`src/rtl/parking_pkg.sv`:
```
// Shared types and sizing for the four-slot parking gate controller.
// Contents: slot count, slot index / free-count widths, gate FSM state encoding.
// No logic; imported by slot_alloc and parking_gate_ctrl.
package parking_pkg;

    localparam int NUM_SLOTS = 4;
    localparam int SLOT_W    = 2;
    localparam int CNT_W     = 3;

    typedef logic [SLOT_W-1:0]    slot_t;
    typedef logic [NUM_SLOTS-1:0] occ_t;
    typedef logic [CNT_W-1:0]     cnt_t;

    typedef enum logic [1:0] {
        IDLE  = 2'd0,
        OPEN  = 2'd1,
        CLOSE = 2'd2
    } state_t;

endpackage

```
`src/rtl/slot_alloc.sv`:
```
// Slot allocator: lowest free slot index, free-slot count and lot-full flag.
// Latency: purely combinational, zero cycles.
// Ports: occupancy in; lowest_free, free_cnt, full out. No flow control.
module slot_alloc
    import parking_pkg::*;
(
    input  logic [NUM_SLOTS-1:0] occupancy,
    output logic [SLOT_W-1:0]    lowest_free,
    output logic [CNT_W-1:0]     free_cnt,
    output logic                 full
);

    logic found;

    always_comb begin
        lowest_free = '0;
        free_cnt    = '0;
        found       = 1'b0;
        for (int i = 0; i < NUM_SLOTS; i++) begin
            if (!occupancy[i]) begin
                free_cnt = free_cnt + 3'd1;
                // first zero bit scanning upward wins
                if (!found) begin
                    lowest_free = SLOT_W'(i);
                    found       = 1'b1;
                end
            end
        end
        full = &occupancy;
    end

endmodule

```
`src/rtl/parking_gate_ctrl.sv`:
```
// Parking gate sequencer: exit-priority arbitration, lowest-slot allocation, timed gate.
// Latency: grant/occupancy visible one edge after the request; gate open GATE_CYCLES, then one settle cycle.
// Ports: clk/rst, entry_req/exit_req/exit_slot in; gate, grant/deny/err pulses, occupancy status out. Requests ignored while busy.
module parking_gate_ctrl
    import parking_pkg::*;
#(
    parameter int unsigned GATE_CYCLES = 8
)(
    input  logic                 clk,
    input  logic                 rst,
    input  logic                 entry_req,
    input  logic                 exit_req,
    input  logic [SLOT_W-1:0]    exit_slot,
    output logic                 gate_open,
    output logic                 gate_dir,
    output logic                 grant,
    output logic [SLOT_W-1:0]    assigned_slot,
    output logic                 deny,
    output logic                 err,
    output logic [NUM_SLOTS-1:0] occupancy,
    output logic [CNT_W-1:0]     free_cnt,
    output logic                 full,
    output logic                 busy
);

    // counter starts one below the open time so OPEN spans exactly GATE_CYCLES cycles
    localparam logic [7:0] GATE_LOAD = 8'(GATE_CYCLES - 1);

    state_t              state_q, state_d;
    logic [7:0]          cnt_q, cnt_d;
    logic [NUM_SLOTS-1:0] occ_q, occ_d;
    logic [SLOT_W-1:0]   slot_q, slot_d;
    logic                dir_q, dir_d;
    logic                grant_q, grant_d;
    logic                deny_q, deny_d;
    logic                err_q, err_d;
    logic [SLOT_W-1:0]   lowest_free;

    slot_alloc u_slot_alloc (
        .occupancy   (occ_q),
        .lowest_free (lowest_free),
        .free_cnt    (free_cnt),
        .full        (full)
    );

    always_ff @(posedge clk) begin
        if (rst) begin
            state_q <= IDLE;
            cnt_q   <= '0;
            occ_q   <= '0;
            slot_q  <= '0;
            dir_q   <= 1'b0;
            grant_q <= 1'b0;
            deny_q  <= 1'b0;
            err_q   <= 1'b0;
        end else begin
            state_q <= state_d;
            cnt_q   <= cnt_d;
            occ_q   <= occ_d;
            slot_q  <= slot_d;
            dir_q   <= dir_d;
            grant_q <= grant_d;
            deny_q  <= deny_d;
            err_q   <= err_d;
        end
    end

    always_comb begin
        state_d = state_q;
        cnt_d   = cnt_q;
        occ_d   = occ_q;
        slot_d  = slot_q;
        dir_d   = dir_q;
        grant_d = 1'b0;
        deny_d  = 1'b0;
        err_d   = 1'b0;
        unique case (state_q)
            IDLE: begin
                // exit always wins; a bad exit still blocks entry for this cycle
                if (exit_req) begin
                    if (occ_q[exit_slot]) begin
                        occ_d[exit_slot] = 1'b0;
                        grant_d          = 1'b1;
                        dir_d            = 1'b0;
                        cnt_d            = GATE_LOAD;
                        state_d          = OPEN;
                    end else begin
                        err_d = 1'b1;
                    end
                end else if (entry_req) begin
                    if (!full) begin
                        occ_d[lowest_free] = 1'b1;
                        slot_d             = lowest_free;
                        grant_d            = 1'b1;
                        dir_d              = 1'b1;
                        cnt_d              = GATE_LOAD;
                        state_d            = OPEN;
                    end else begin
                        deny_d = 1'b1;
                    end
                end
            end
            OPEN: begin
                if (cnt_q == 8'd0) begin
                    state_d = CLOSE;
                end else begin
                    cnt_d = cnt_q - 8'd1;
                end
            end
            CLOSE:   state_d = IDLE;
            default: state_d = IDLE;
        endcase
    end

    assign gate_open     = (state_q == OPEN);
    assign busy          = (state_q != IDLE);
    assign gate_dir      = dir_q;
    assign grant         = grant_q;
    assign deny          = deny_q;
    assign err           = err_q;
    assign assigned_slot = slot_q;
    assign occupancy     = occ_q;

endmodule

```
`config.mk`:
```
export PLATFORM = sky130hd
export DESIGN_NAME = parking_gate_ctrl
export DESIGN_NICKNAME = d
export VERILOG_FILES = /design/src/rtl/parking_pkg.sv /design/src/rtl/slot_alloc.sv /design/src/rtl/parking_gate_ctrl.sv
export SDC_FILE = /design/constraint.sdc
export NUM_CORES = 1
export LEC_CHECK = 0
export BUFFER_PORTS_ARGS = -buffer_cell sky130_fd_sc_hd__buf_2
export CAP_MARGIN = 20
export CORE_MARGIN = 4
export CORE_UTILIZATION = 58
export CTS_CLUSTER_DIAMETER = 40
export DETAILED_ROUTE_END_ITERATION = 16
export HOLD_SLACK_MARGIN = 0.1
export PLACE_DENSITY = 0.87
export SKIP_CTS_REPAIR_TIMING = 1
export SYNTH_ARGS = -nofsm -noshare
export SYNTH_HDL_FRONTEND = slang
export SYNTH_SLANG_ARGS = --single-unit
export TNS_END_PERCENT = 50
```
`constraint.sdc`:
```
create_clock -name clk -period 4.25 [get_ports clk]
set_input_delay 0.2125 -clock clk [delete_from_list [all_inputs] [get_ports clk]]
set_output_delay 0.2125 -clock clk [all_outputs]
set_load 0.02 [all_outputs]
```
Word level (Yosys, flattened, before mapping)
Index checks and enable logic that the tools add are counted.
{"block": "op_classes", "add_sub_neg": 4, "order_cmp": 4, "n_eq_ne": 8, "n_mux": 45, "bitwise": 7, "reduce_logical": 15}
{"op": "2-to-1 mux 8 bit", "n": 5}
{"op": "2-to-1 mux 2 bit", "n": 10}
{"op": "2-to-1 mux 1 bit", "n": 18}
{"op": "2-to-1 mux 4 bit", "n": 4}
{"op": "one-hot mux 8 bit (2 select lines)", "n": 1}
{"op": "AND reduction 4 bit", "n": 4}
{"op": "2-to-1 mux 3 bit", "n": 3}
{"op": "!= test 3 bit, second input constant", "n": 3}
{"op": "logical NOT 8 bit", "n": 1}
{"op": "subtractor 8 x 1 -> 8 bit, second input constant", "n": 1}
{"op": "adder 3 x 1 -> 3 bit, second input constant", "n": 2}
{"op": "less-than comparator 2 x 3 -> 1 bit, second input constant", "n": 2}
{"op": "nonzero test 2 bit", "n": 3}
{"op": "AND reduction 5 bit", "n": 1}
{"op": "bitwise AND 4 bit", "n": 1}
{"op": "demux 1 bit (select 2 bit)", "n": 2}
{"op": ">= comparator 2 x 1 -> 1 bit, second input constant", "n": 2}
{"op": "!= test 2 x 1 -> 1 bit, second input constant", "n": 2}
{"op": "!= test 2 bit, second input constant", "n": 2}
{"op": "NOT 1 bit", "n": 4}
{"op": "NOT 4 bit", "n": 1}
{"op": "OR 4 bit", "n": 1}
{"op": "one-hot mux 2 bit (2 select lines)", "n": 1}
{"op": "OR reduction 4 bit", "n": 1}
{"op": "7 further kinds", "n": 8}
{"block": "word_totals", "register_bits": 20, "in_bits": 6, "out_inout_bits": 16, "word_cells": 91}

Longest topological paths before layout
{"block": "depth", "word_depth": 14, "depth_mapped": 7, "depth_no_buf": 7}

Cells and area by module
A second synthesis with hierarchy kept.
{"block": "hier_totals", "cells_unflattened": 144, "area_unflattened_um2": 1219.9}
{"mod": "parking_gate_ctrl", "n_inst": 1, "cells_per_inst": 120, "area_each_um2": 1023.5, "seq_area_each_um2": 400.4}
{"mod": "slot_alloc", "n_inst": 1, "cells_per_inst": 24, "area_each_um2": 196.4, "seq_area_each_um2": 0.0}

Worst setup path after synthesis
OpenSTA, ideal clock, no wires.
{"block": "synth_path", "path_kind": "register to output", "from": "reg occ_q[0] (netlist: occupancy[0])", "to": "out free_cnt[2]", "arrival_time_ps": 1781, "t_required_ps": 4038, "path_slack_ps": 2256, "stages_incl_launch_ff": 7, "n_path_buf": 0, "path_cell_list": "dfxtp_1 > inv_1 > ha_1 > xnor2_1 > ha_1 > nand2b_1 > xnor2_1"}
{"block": "synth_via", "elab_chain_cells": 7}
{"item": "start: declaration", "line": "parking_gate_ctrl.sv:31", "text": "logic [NUM_SLOTS-1:0] occ_q, occ_d;"}
{"item": "start signal: assignment", "line": "parking_gate_ctrl.sv:50", "text": "occ_q <= '0;"}
{"item": "start signal: assignment", "line": "parking_gate_ctrl.sv:59", "text": "occ_q <= occ_d;"}
{"item": "2-to-1 mux 1 bit *", "line": "slot_alloc.sv:20", "text": "if (!occupancy[i]) begin"}
{"item": "adder 1 x 1 -> 2 bit", "line": "slot_alloc.sv:21", "text": "free_cnt = free_cnt + 3'd1;"}
{"item": "2-to-1 mux 3 bit *", "line": "slot_alloc.sv:20"}
{"item": "adder 3 x 1 -> 3 bit", "line": "slot_alloc.sv:21"}
{"item": "2-to-1 mux 3 bit *", "line": "slot_alloc.sv:20"}
{"item": "adder 3 x 1 -> 3 bit", "line": "slot_alloc.sv:21"}
{"item": "2-to-1 mux 3 bit *", "line": "slot_alloc.sv:20"}
{"item": "end: declaration", "line": "parking_gate_ctrl.sv:21", "text": "output logic [CNT_W-1:0] free_cnt,"}
Mark *: on every way between the ends. The rest lies on a longest branch, timed or not.

Final worst setup path
{"block": "layout_path", "from": "reg occ_q[1] (netlist: occupancy[1])", "to": "out free_cnt[1]"}
{"block": "layout_via", "elab_chain_cells": 5}
{"item": "2-to-1 mux 3 bit *", "line": "slot_alloc.sv:20"}
{"item": "adder 3 x 1 -> 3 bit", "line": "slot_alloc.sv:21"}
{"item": "2-to-1 mux 3 bit *", "line": "slot_alloc.sv:20"}
{"item": "adder 3 x 1 -> 3 bit", "line": "slot_alloc.sv:21"}
{"item": "2-to-1 mux 3 bit *", "line": "slot_alloc.sv:20"}
Marked as above.

==> impl_metrics.tcl <==
set metrics [dict create \
    rsz0062_at_grt "false" \
    p_leak_uw 0.000567 \
    cts-htree-levels 1 \
    diodes 0 \
    dp_hpwl_um 1760 \
    drv_slew 0 \
    clkLatencyLatePin_ns 0.31 \
    yosysTopAreaCell "dfxtp_1" \
    report.final.hold_viol_count 0 \
    power_uw 597 \
    yosys_most_used_dff "dfxtp_1" \
    port_buffers 21 \
    synth.top_cell.area_share 0.345 \
    ctsLongestPathBuffers 2 \
    cp_max_fo 7 \
    syn_nets 144 \
    io_pins 22 \
    cp-startpoint "occupancy[1]$_SDFFE_PP0P_" \
    p_per_area_mw_per_mm2 452 \
    cts_root_buf "clkbuf_4" \
    drive_above_1_share 0.250 \
    finalSetupViolations 0 \
    grt.overflow.total 0 \
    drc 0 \
    r2r_start "occupancy[0]$_SDFFE_PP0P_" \
    ys_ff_latch 20 \
    finClkSkew_ns 0.00714 \
    cts_tree "yes" \
    cts_made_buffers 3 \
    syn_avg_cell_area_um2 8.85 \
    final_area_mm2 0.00132 \
    first_global_vias 976 \
    first_iter_violations 30 \
    ys.warnings.count 0 \
    placed_area_mm2 0.00127 \
    start_util 0.644 \
    tightest_slew_ns 0.430 \
    start_kind "flip-flop" \
    yosysMostFrequentCell "dfxtp_1" \
    ant_nets 0 \
    outcome "finished clean" \
    ys_types 41 \
    grt_pass1_wl_um 4250 \
    hold_class "primary input to flip-flop" \
    min_from "rst" \
    drt_pass1_iterations 4 \
    die_w_um 52.7 \
    async_flop_share 0 \
    grt_max_degree 17 \
    required_ns 4.04 \
    synth_area_leaders "dfxtp_1, ha_1, xnor2_1" \
    crit_type "flip-flop to primary output" \
    wl_um 2440 \
    num_rows 15 \
    period_share 0.548 \
    die_h_um 52.7 \
    final_nets 166 \
    clock.fmax_ghz 0.430 \
    grt.total_usage 0.209 \
    areaGrowthSynthToFinish_pct 13.9 \
    dr_total_vias 1016 \
    syn-cell-area_mm2 0.00116 \
    fillerInstances 145 \
    multi_input_area_um2 687 \
    ys_seq_area_frac 0.345 \
    antenna_found_initial 0 \
    max-slew-margin-rel 0.711 \
    synth_edf_count 0 \
    critPathArrivalTime_ns 2.12 \
    peakVddDrop_mv 0.323 \
    vias_per_cell 5.74 \
    wire_per_inst_um 13.8 \
    core_area_mm2 0.00180 \
    dieArea_mm2 0.00278 \
    regArea_um2 400 \
    syn-instance-count 131 \
    place_congestion 0.892 \
    endpoint_kind "primary output" \
    synth_common_cells "dfxtp_1, nor2_1, inv_1, nand2_1, a21oi_1" \
    tns_ns 0 \
    cts.sinks 20 \
    clkTransAtPathRegs_ns 0.12 \
    maxCapViolations 0 \
    finalCriticalPeriod_ns 2.33 \
]
## layout by cell type (no fill, tap or decap)
master,count
nand2b_1,4
nor4_2,1
a311oi_1,1
a211oi_2,2
inv_1,12
mux2i_1,2
nor4bb_1,1
nor3_1,4
nand3_1,5
mux4_2,1
bufinv_16,1
o21ai_0,1
nor4_1,1
buf_2,21
or3_1,1
a211oi_1,3
nor2_4,1
a31oi_4,1
a32oi_1,1
ha_1,7
a31o_2,1
mux2_2,2
o22ai_1,1
nand3b_1,1
dfxtp_1,20
and2_1,1
nor3b_2,1
nor3b_1,1
or3b_2,1
clkbuf_4,3
nor2_1,15
xnor2_1,7
nor4b_2,1
a21o_1,2
nor2b_1,1
a22oi_2,1
nand2_1,10
a21oi_1,9
o31ai_1,1
a31oi_1,2
## path summary, 6_finish.rpt
kind	depth (start not counted)	endpoint	slack, ns
hold / removal	2	cnt_q[0]$_SDFFE_PP0P_	0.25
setup / recovery	6	free_cnt[1]	1.92
hold reg to reg	2	gate_dir$_SDFFE_PP0P_	0.47
setup reg to reg	6	occupancy[0]$_SDFFE_PP0P_	2.41
## area by class of cell
| class | instances | area share |
|---|---|---|
| multi-input combinational | 95 | 0.520 |
| clock buffer | 3 | 0.0170 |
| timing repair buffer | 21 | 0.0795 |
| tap | 25 | 0.0237 |
| sequential | 20 | 0.303 |
| clock inverter | 1 | 0.0227 |
| inverter | 12 | 0.0341 |
## cell families (layout without fill, tap and decap cells)
family,after synthesis,count (layout),synth area share
AND/OR/NAND/NOR,50,50,0.236
AO/OA/AOI/OAI,26,26,0.172
flip-flops,20,20,0.345
buffers and inverters,16,37,0.0626
adder cells (fa/ha/maj),7,7,0.0755
XOR/XNOR,7,7,0.0529
multiplexers,5,5,0.0561
## critical path, cell delays in order (launching register included)
cell and delay, ns:
dfxtp_1 0.48, inv_1 0.11, ha_1 0.31, xnor2_1 0.22, ha_1 0.27, mux2_2 0.25, buf_2 0.16
## registers in the layout (all words and copies together) (netlist names)
| name | count |
|---|---|
| deny | 1 |
| cnt_q | 8 |
| grant | 1 |
| occupancy | 4 |
| state_q | 2 |
| err | 1 |
| assigned_slot | 2 |
| gate_dir | 1 |
## metrics by stage
| step | hold WS [ns] | util | instances | worst slack [ns] |
|---|---|---|---|---|
| 5_1_grt | 0.261 | 0.733 | 177 | 1.77 |
| 4_1_cts | 0.232 | 0.733 | 177 | 1.91 |
| 2_1_floorplan | 0.284 | - | 131 | 2.26 |
| 3_5_place_dp | 0.453 | 0.704 | 173 | 2.26 |
| 6_report | 0.248 | 0.733 | 177 | 1.92 |
| 3_3_place_gp | 0.442 | 0.704 | 173 | 2.33 |
## routing by layer
layer	wire length [µm]	vias to the layer above	GRT usage
li1	-	497	-
met1	1120	467	0.271
met2	1060	45	0.314
met3	176	7	0.0427
met4	76	0	0.132
met5	0	-	0
## power breakdown
part           switching, µW  internal (µW)  total, µW
Clock                   61.9           95.5        157
Combinational            119           85.1        204
Sequential              24.6            211        236
Note: power is estimated with default switching activity, not from simulation.
